`src/rtl/trace_fifo.sv`:
```
// rtl/trace_fifo.sv - synchronous FIFO holding write-trace entries
module trace_fifo #(
  parameter int WIDTH = 8,
  parameter int DEPTH = 16
) (
  input  logic             clock,
  input  logic             reset,
  input  logic             flush,
  input  logic             push,
  input  logic [WIDTH-1:0] push_data,
  input  logic             pop,
  output logic [WIDTH-1:0] pop_data,
  output logic             full,
  output logic             empty
);

  localparam int AW = $clog2(DEPTH);

  logic [WIDTH-1:0] mem [DEPTH];
  logic [AW:0]      wr_ptr, rd_ptr;
  logic             do_push, do_pop;

  // Extra pointer bit separates full from empty when the indices coincide.
  assign empty    = (wr_ptr == rd_ptr);
  assign full     = (wr_ptr[AW] != rd_ptr[AW]) && (wr_ptr[AW-1:0] == rd_ptr[AW-1:0]);
  assign do_pop   = pop && !empty;
  assign do_push  = push && (!full || do_pop);
  assign pop_data = mem[rd_ptr[AW-1:0]];

  always_ff @(posedge clock) begin
    if (reset || flush) begin
      wr_ptr <= '0;
      rd_ptr <= '0;
    end else begin
      if (do_push) wr_ptr <= wr_ptr + (AW+1)'(1);
      if (do_pop)  rd_ptr <= rd_ptr + (AW+1)'(1);
    end
  end

  always_ff @(posedge clock) begin
    if (do_push) mem[wr_ptr[AW-1:0]] <= push_data;
  end

endmodule

```
`config.mk`:
```
export PLATFORM = sky130hd
export DESIGN_NAME = trace_fifo
export DESIGN_NICKNAME = d
export VERILOG_FILES = /design/src/rtl/trace_fifo.sv
export SDC_FILE = /design/constraint.sdc
export NUM_CORES = 1
export LEC_CHECK = 0
export ABC_AREA = 1
export BUFFER_PORTS_ARGS = -buffer_cell sky130_fd_sc_hd__buf_2
export CAP_MARGIN = 15
export CORE_MARGIN = 2
export CORE_UTILIZATION = 55
export DETAILED_ROUTE_END_ITERATION = 8
export GPL_ROUTABILITY_DRIVEN = 0
export HOLD_SLACK_MARGIN = 0.06
export PLACE_DENSITY = 0.7
export SLEW_MARGIN = 10
export SYNTH_ARGS = -nofsm -noshare
export SYNTH_HDL_FRONTEND = slang
export SYNTH_SLANG_ARGS = --single-unit
```
`constraint.sdc`:
```
create_clock -name clock -period 2.5 [get_ports clock]
set_input_delay 0.5 -clock clock [delete_from_list [all_inputs] [get_ports clock]]
set_output_delay 0.5 -clock clock [all_outputs]
set_load 0.1 [all_outputs]
```
== After elaboration in Yosys (flattened, before gate mapping) ==
Memory sizes are Yosys's and may differ from the RTL's. A register that Yosys moved wholly into a read port is not among the register bits.
Cells that the tools add are included.

* Memories kept: 1
* Flip-flop bits (word level): 10
* Memory bits (writable): 128
* Logic and storage cells: 19
* Bits of input ports: 13

{| class="wikitable"
|+ Memory list
! name !! words !! bits a word !! read ports !! clocked after Yosys merged registers in !! write ports !! line !! source
|-
| mem || 16 || 8 || 1 || 1 || 1 || 19 || <nowiki>logic [WIDTH-1:0] mem [DEPTH];</nowiki>
|}

* Multiplexer cells: 4
* Equality and inequality tests: 3
* Add/sub/neg operators: 2
* Reduce and logical (&&, ||, !) cells: 7

{| class="wikitable"
|+ Operator list
! operator !! count
|-
| adder 5 x 1 -> 5 bit, second input constant || 2
|-
| 2-to-1 mux 4 bit || 2
|-
| == test 5 bit || 1
|-
| == test 4 bit || 1
|-
| logical AND 1 bit || 3
|-
| logical NOT 1 bit || 2
|-
| logical OR 1 bit || 2
|-
| 2-to-1 mux 1 bit || 2
|-
| inequality test 1 bit || 1
|}

== Depth between registers and ports, before layout ==
* Depth after elaboration: 7
* Depth in mapped cells: 10
* Mapped depth without buffers: 9

== Worst setup path after synthesis ==
No wires, ideal clock.

* Path kind: reg-to-output
* Start point: register wr_ptr[0]
* End point: output port full
* Data arrival time: 2.073 ns
* Stages on the path, launching flop included: 7
* Path buffers: 0
* Path slack: -0.073 ns
* Cells stage by stage: dfxtp_1 > inv_2 > nand2_2 > nand2_2 > nor2_4 > nand2_1 > nor2_1

* Cells in the longest elaborated chain, start to end: 2

{| class="wikitable"
|+ RTL lines
! item !! line !! source
|-
| start: declaration || 20 || <nowiki>logic [AW:0] wr_ptr, rd_ptr;</nowiki>
|-
| start signal: assignment || 35 || <nowiki>if (do_push) wr_ptr <= wr_ptr + (AW+1)'(1);</nowiki>
|-
| == test 4 bit || 25 || <nowiki>assign full = (wr_ptr[AW] != rd_ptr[AW]) && (wr_ptr[AW-1:0] == rd_ptr[AW-1:0]);</nowiki>
|-
| logical AND 1 bit || 25 ||
|-
| end: declaration || 13 || <nowiki>output logic full,</nowiki>
|}

Every way passes these cells.

==> flow_results.xml <==
<?xml version="1.0" encoding="UTF-8"?>
<metrics>
  <group name="timing">
    <metric name="period_minus_slack" unit="ns">2.54</metric>
    <metric name="timing_max_transition_violations_final" unit="">0</metric>
    <metric name="worst-slew-pin-transition" unit="ns">0.788</metric>
    <metric name="fin_hold_viols" unit="">0</metric>
    <metric name="layout_worst_path_cycle_share" unit="%">102</metric>
    <metric name="setup_viol" unit="">8</metric>
    <metric name="maxSlewHeadroom" unit="%">47.3</metric>
    <metric name="setup_ws" unit="ns">-0.0438</metric>
    <metric name="final.setup_skew" unit="ns">0.0115</metric>
    <metric name="setup_repair_after_global_routing_missed_its_margin" unit="">yes</metric>
    <metric name="fmax" unit="MHz">393</metric>
  </group>
  <group name="clocking">
    <metric name="clk_root_buffer_cell" unit="">clkbuf_8</metric>
    <metric name="tritoncts" unit="">built</metric>
    <metric name="htree_num_levels" unit="">4</metric>
    <metric name="clk_pin_slew_worst_paths" unit="ns">0.06</metric>
    <metric name="clk-insertion-delay-late" unit="ns">0.52</metric>
    <metric name="clock_sink_count" unit="">142</metric>
    <metric name="cts_hold_repair.buffers" unit="">0</metric>
    <metric name="clk_path_buf_depth" unit="">2</metric>
    <metric name="numCtsBuffers" unit="">17</metric>
  </group>
  <group name="final_layout">
    <metric name="nets" unit="">558</metric>
    <metric name="final_layout_size_suffix_gt1_share" unit="%">22.2</metric>
    <metric name="syn_to_final_growth" unit="%">20.8</metric>
    <metric name="antenna_cells" unit="">0</metric>
  </group>
  <group name="grt">
    <metric name="grt_use_total" unit="%">25.7</metric>
    <metric name="grt_remaining_overflow" unit="">0</metric>
    <metric name="first_global_vias" unit="">3981</metric>
    <metric name="grt_antenna_before_repair" unit="">0</metric>
    <metric name="global_route_wire_length_before_repair" unit="um">21600</metric>
    <metric name="grt_max_degree" unit="">51</metric>
  </group>
  <group name="synthesis">
    <metric name="synth_warnings" unit="">0</metric>
    <metric name="yosys-top-cells-count" unit="">edfxtp_1 (128), nor2_1 (118), o21ai_0 (69), nand2_1 (33), o211ai_1 (32)</metric>
    <metric name="synth.yosys.seq_area_share" unit="%">69.8</metric>
    <metric name="synthDistinctLibCells" unit="">26</metric>
    <metric name="post_synth_main_area_contributors" unit="">edfxtp_1 (65%), nor2_1 (7.5%), o21ai_0 (5.8%)</metric>
    <metric name="synth_register_bits" unit="">142</metric>
    <metric name="yosys.cell_count.top_type" unit="">edfxtp_1</metric>
    <metric name="share_of_the_synthesized_area_in_the_top_cell_type" unit="%">65.1</metric>
    <metric name="synth_ff_type" unit="">edfxtp_1</metric>
    <metric name="synth.avg_cell_area" unit="um2">12.0</metric>
    <metric name="synth_fp_nets" unit="">512</metric>
    <metric name="synth_cells" unit="">494</metric>
    <metric name="synth_top_cell_by_area" unit="">edfxtp_1</metric>
    <metric name="area_of_the_mapped_netlist" unit="um2">5900</metric>
    <metric name="synth_enable_flop_cells" unit="">128</metric>
    <metric name="asyncSetResetFlopFracSynth" unit="%">0</metric>
  </group>
  <group name="worst_setup_path">
    <metric name="crit_path_max_fanout" unit="">10</metric>
    <metric name="crit-reg2reg-capture" unit="">mem[15][7]</metric>
    <metric name="reg2reg_from" unit="">wr_ptr[4]</metric>
    <metric name="critPathLaunchType" unit="">flip-flop</metric>
    <metric name="worst_setup_path_end_kind" unit="">primary output</metric>
    <metric name="path_class" unit="">flip-flop to primary output</metric>
    <metric name="reg2reg_setup_slack" unit="ns">0.45</metric>
    <metric name="cp.arrival" unit="ns">2.04</metric>
    <metric name="cp_data_required_time" unit="ns">2.00</metric>
    <metric name="r2r.worst_path.cells" unit="">5</metric>
  </group>
  <group name="outcome">
    <metric name="result_of_the_run" unit="">finished with violations</metric>
    <metric name="violations" unit="">setup timing</metric>
  </group>
  <group name="drt">
    <metric name="drt-wirelength-per-cell" unit="um">20.0</metric>
    <metric name="drtPass1Iterations" unit="">5</metric>
    <metric name="route.final.wire_length" unit="um">13800</metric>
    <metric name="route.detailed.drc" unit="">0</metric>
    <metric name="route.vias.total" unit="">3925</metric>
    <metric name="drtIter0Drc" unit="">372</metric>
    <metric name="route.antenna.remaining_nets" unit="">0</metric>
    <metric name="drt-vias-per-instance" unit="">5.70</metric>
  </group>
  <group name="die">
    <metric name="rows" unit="">37</metric>
    <metric name="total_core_area" unit="um2">10400</metric>
    <metric name="die_x" unit="um">108</metric>
    <metric name="io_pins" unit="">23</metric>
    <metric name="die_y" unit="um">108</metric>
    <metric name="initial_utilization" unit="%">56.9</metric>
    <metric name="design.die.area" unit="um2">11600</metric>
  </group>
  <group name="placement">
    <metric name="port-buffer-count" unit="">22</metric>
    <metric name="detailed_place_hpwl" unit="um">7670</metric>
    <metric name="place_ws" unit="ns">0.190</metric>
  </group>
  <group name="power_and_ir_drop">
    <metric name="power.leakage" unit="nW">2.48</metric>
    <metric name="power.total" unit="W">0.00533</metric>
    <metric name="cellPowerDensity" unit="nW/um2">747</metric>
    <metric name="vdd_ir_drop_max" unit="V">0.000519</metric>
  </group>
  <group name="hold_path">
    <metric name="min-delay-start" unit="">reset</metric>
    <metric name="worstHoldEndpoint" unit="">wr_ptr[1]</metric>
    <metric name="min_delay_path_depth" unit="">4</metric>
    <metric name="class_of_the_most_critical_hold_timing_path" unit="">primary input to flip-flop</metric>
  </group>
  <group name="run">
    <metric name="max-cap-violations" unit="">0</metric>
  </group>
</metrics>
-- kinds of logic after synthesis --
kind of cell	share of synthesized area, %
adder cells (fa/ha/maj)	1.06
flip-flops	69.8
XOR/XNOR	1.04
buffers and inverters	3.18
AO/OA/AOI/OAI	10.6
AND/OR/NAND/NOR	14.3
-- power breakdown --
group	leakage, nW	total, W	internal [W]	switching (W)
clock network	0.255	0.00230	0.00125	0.00105
registers	1.27	0.00261	0.00260	0.0000102
logic	0.953	0.000413	0.000131	0.000281
-- worst max-delay path, stage by stage, from the launching register on --
cell,delay [ns]
dfxtp_4,0.38
inv_8,0.12
bufbuf_16,0.28
nor2_1,0.04
o211ai_1,0.19
o211ai_1,0.16
nand2_1,0.17
buf_12,0.19
-- through the flow --
stage | setup TNS [ns] | cells | hold WS (ns) | area, um2 | utilization [%]
floorplan | 0 | 494 | 0.476 | 5910 | -
global placement | 0 | 650 | 0.498 | 6280 | 60.6
detailed placement | 0 | 650 | 0.505 | 6280 | 60.6
CTS | -0.242 | 688 | 0.235 | 7120 | 68.6
global route | -1.04 | 689 | 0.278 | 7130 | 68.8
finish | -0.201 | 689 | 0.257 | 7130 | 68.8
-- per-layer routing --
layer	GRT usage (%)	part of all wire, %	up-vias
li1	-	-	1849
met3	5.02	7.2	25
met1	33.2	41	1893
met4	10.9	2.5	0
met5	0	0	-
met2	42.6	50	158
-- placed cells by master, fill, tap and decap left out, types with 6 or more instances in the layout --
master and instances:
nand2_2 12, o21ai_0 61, buf_2 12, clkbuf_16 16, nor2_1 116, dfxtp_1 11
o211ai_1 32, buf_12 12, inv_2 6, edfxtp_1 128, nand2_1 27, buf_4 25
inv_1 8, o21ai_1 8, nand3_1 17, a21oi_1 8
-- worst max path at each step --
stage / startpoint / endpoint / slack (ns) / depth (start not counted)
6_report: flip-flop / pop_data[6] / -0.04 / 7
3_5_place_dp: flip-flop / pop_data[6] / 0.19 / 6
5_1_grt: flip-flop / pop_data[0] / -0.16 / 9
2_1_floorplan: flip-flop / pop_data[2] / 0.27 / 9
4_1_cts: flip-flop / pop_data[2] / -0.05 / 6
3_3_place_gp: flip-flop / pop_data[4] / 0.23 / 6
-- layout make-up --
class,instances,area [um2]
Fill cell,746,3240
Clock buffer,18,418
Timing Repair Buffer,52,581
Tap cell,136,170
Inverter,17,80.1
Clock inverter,14,125
Sequential cell,142,4130
Multi-Input combinational cell,310,1630
-- sequential cells by signal (all words and copies together) (netlist names), named ones only --
register	count
mem	128
rd_ptr	5
wr_ptr	5
-- timing repair --
action | in CTS | in global routing
setup buffers | 3 | 1
gates resized for setup | 54 | 8
pin swaps | 13 | 6
gates cloned | 3 | 0
endpoints found under the setup margin | 10 | 10
Note: power is estimated with default switching activity, not from simulation.
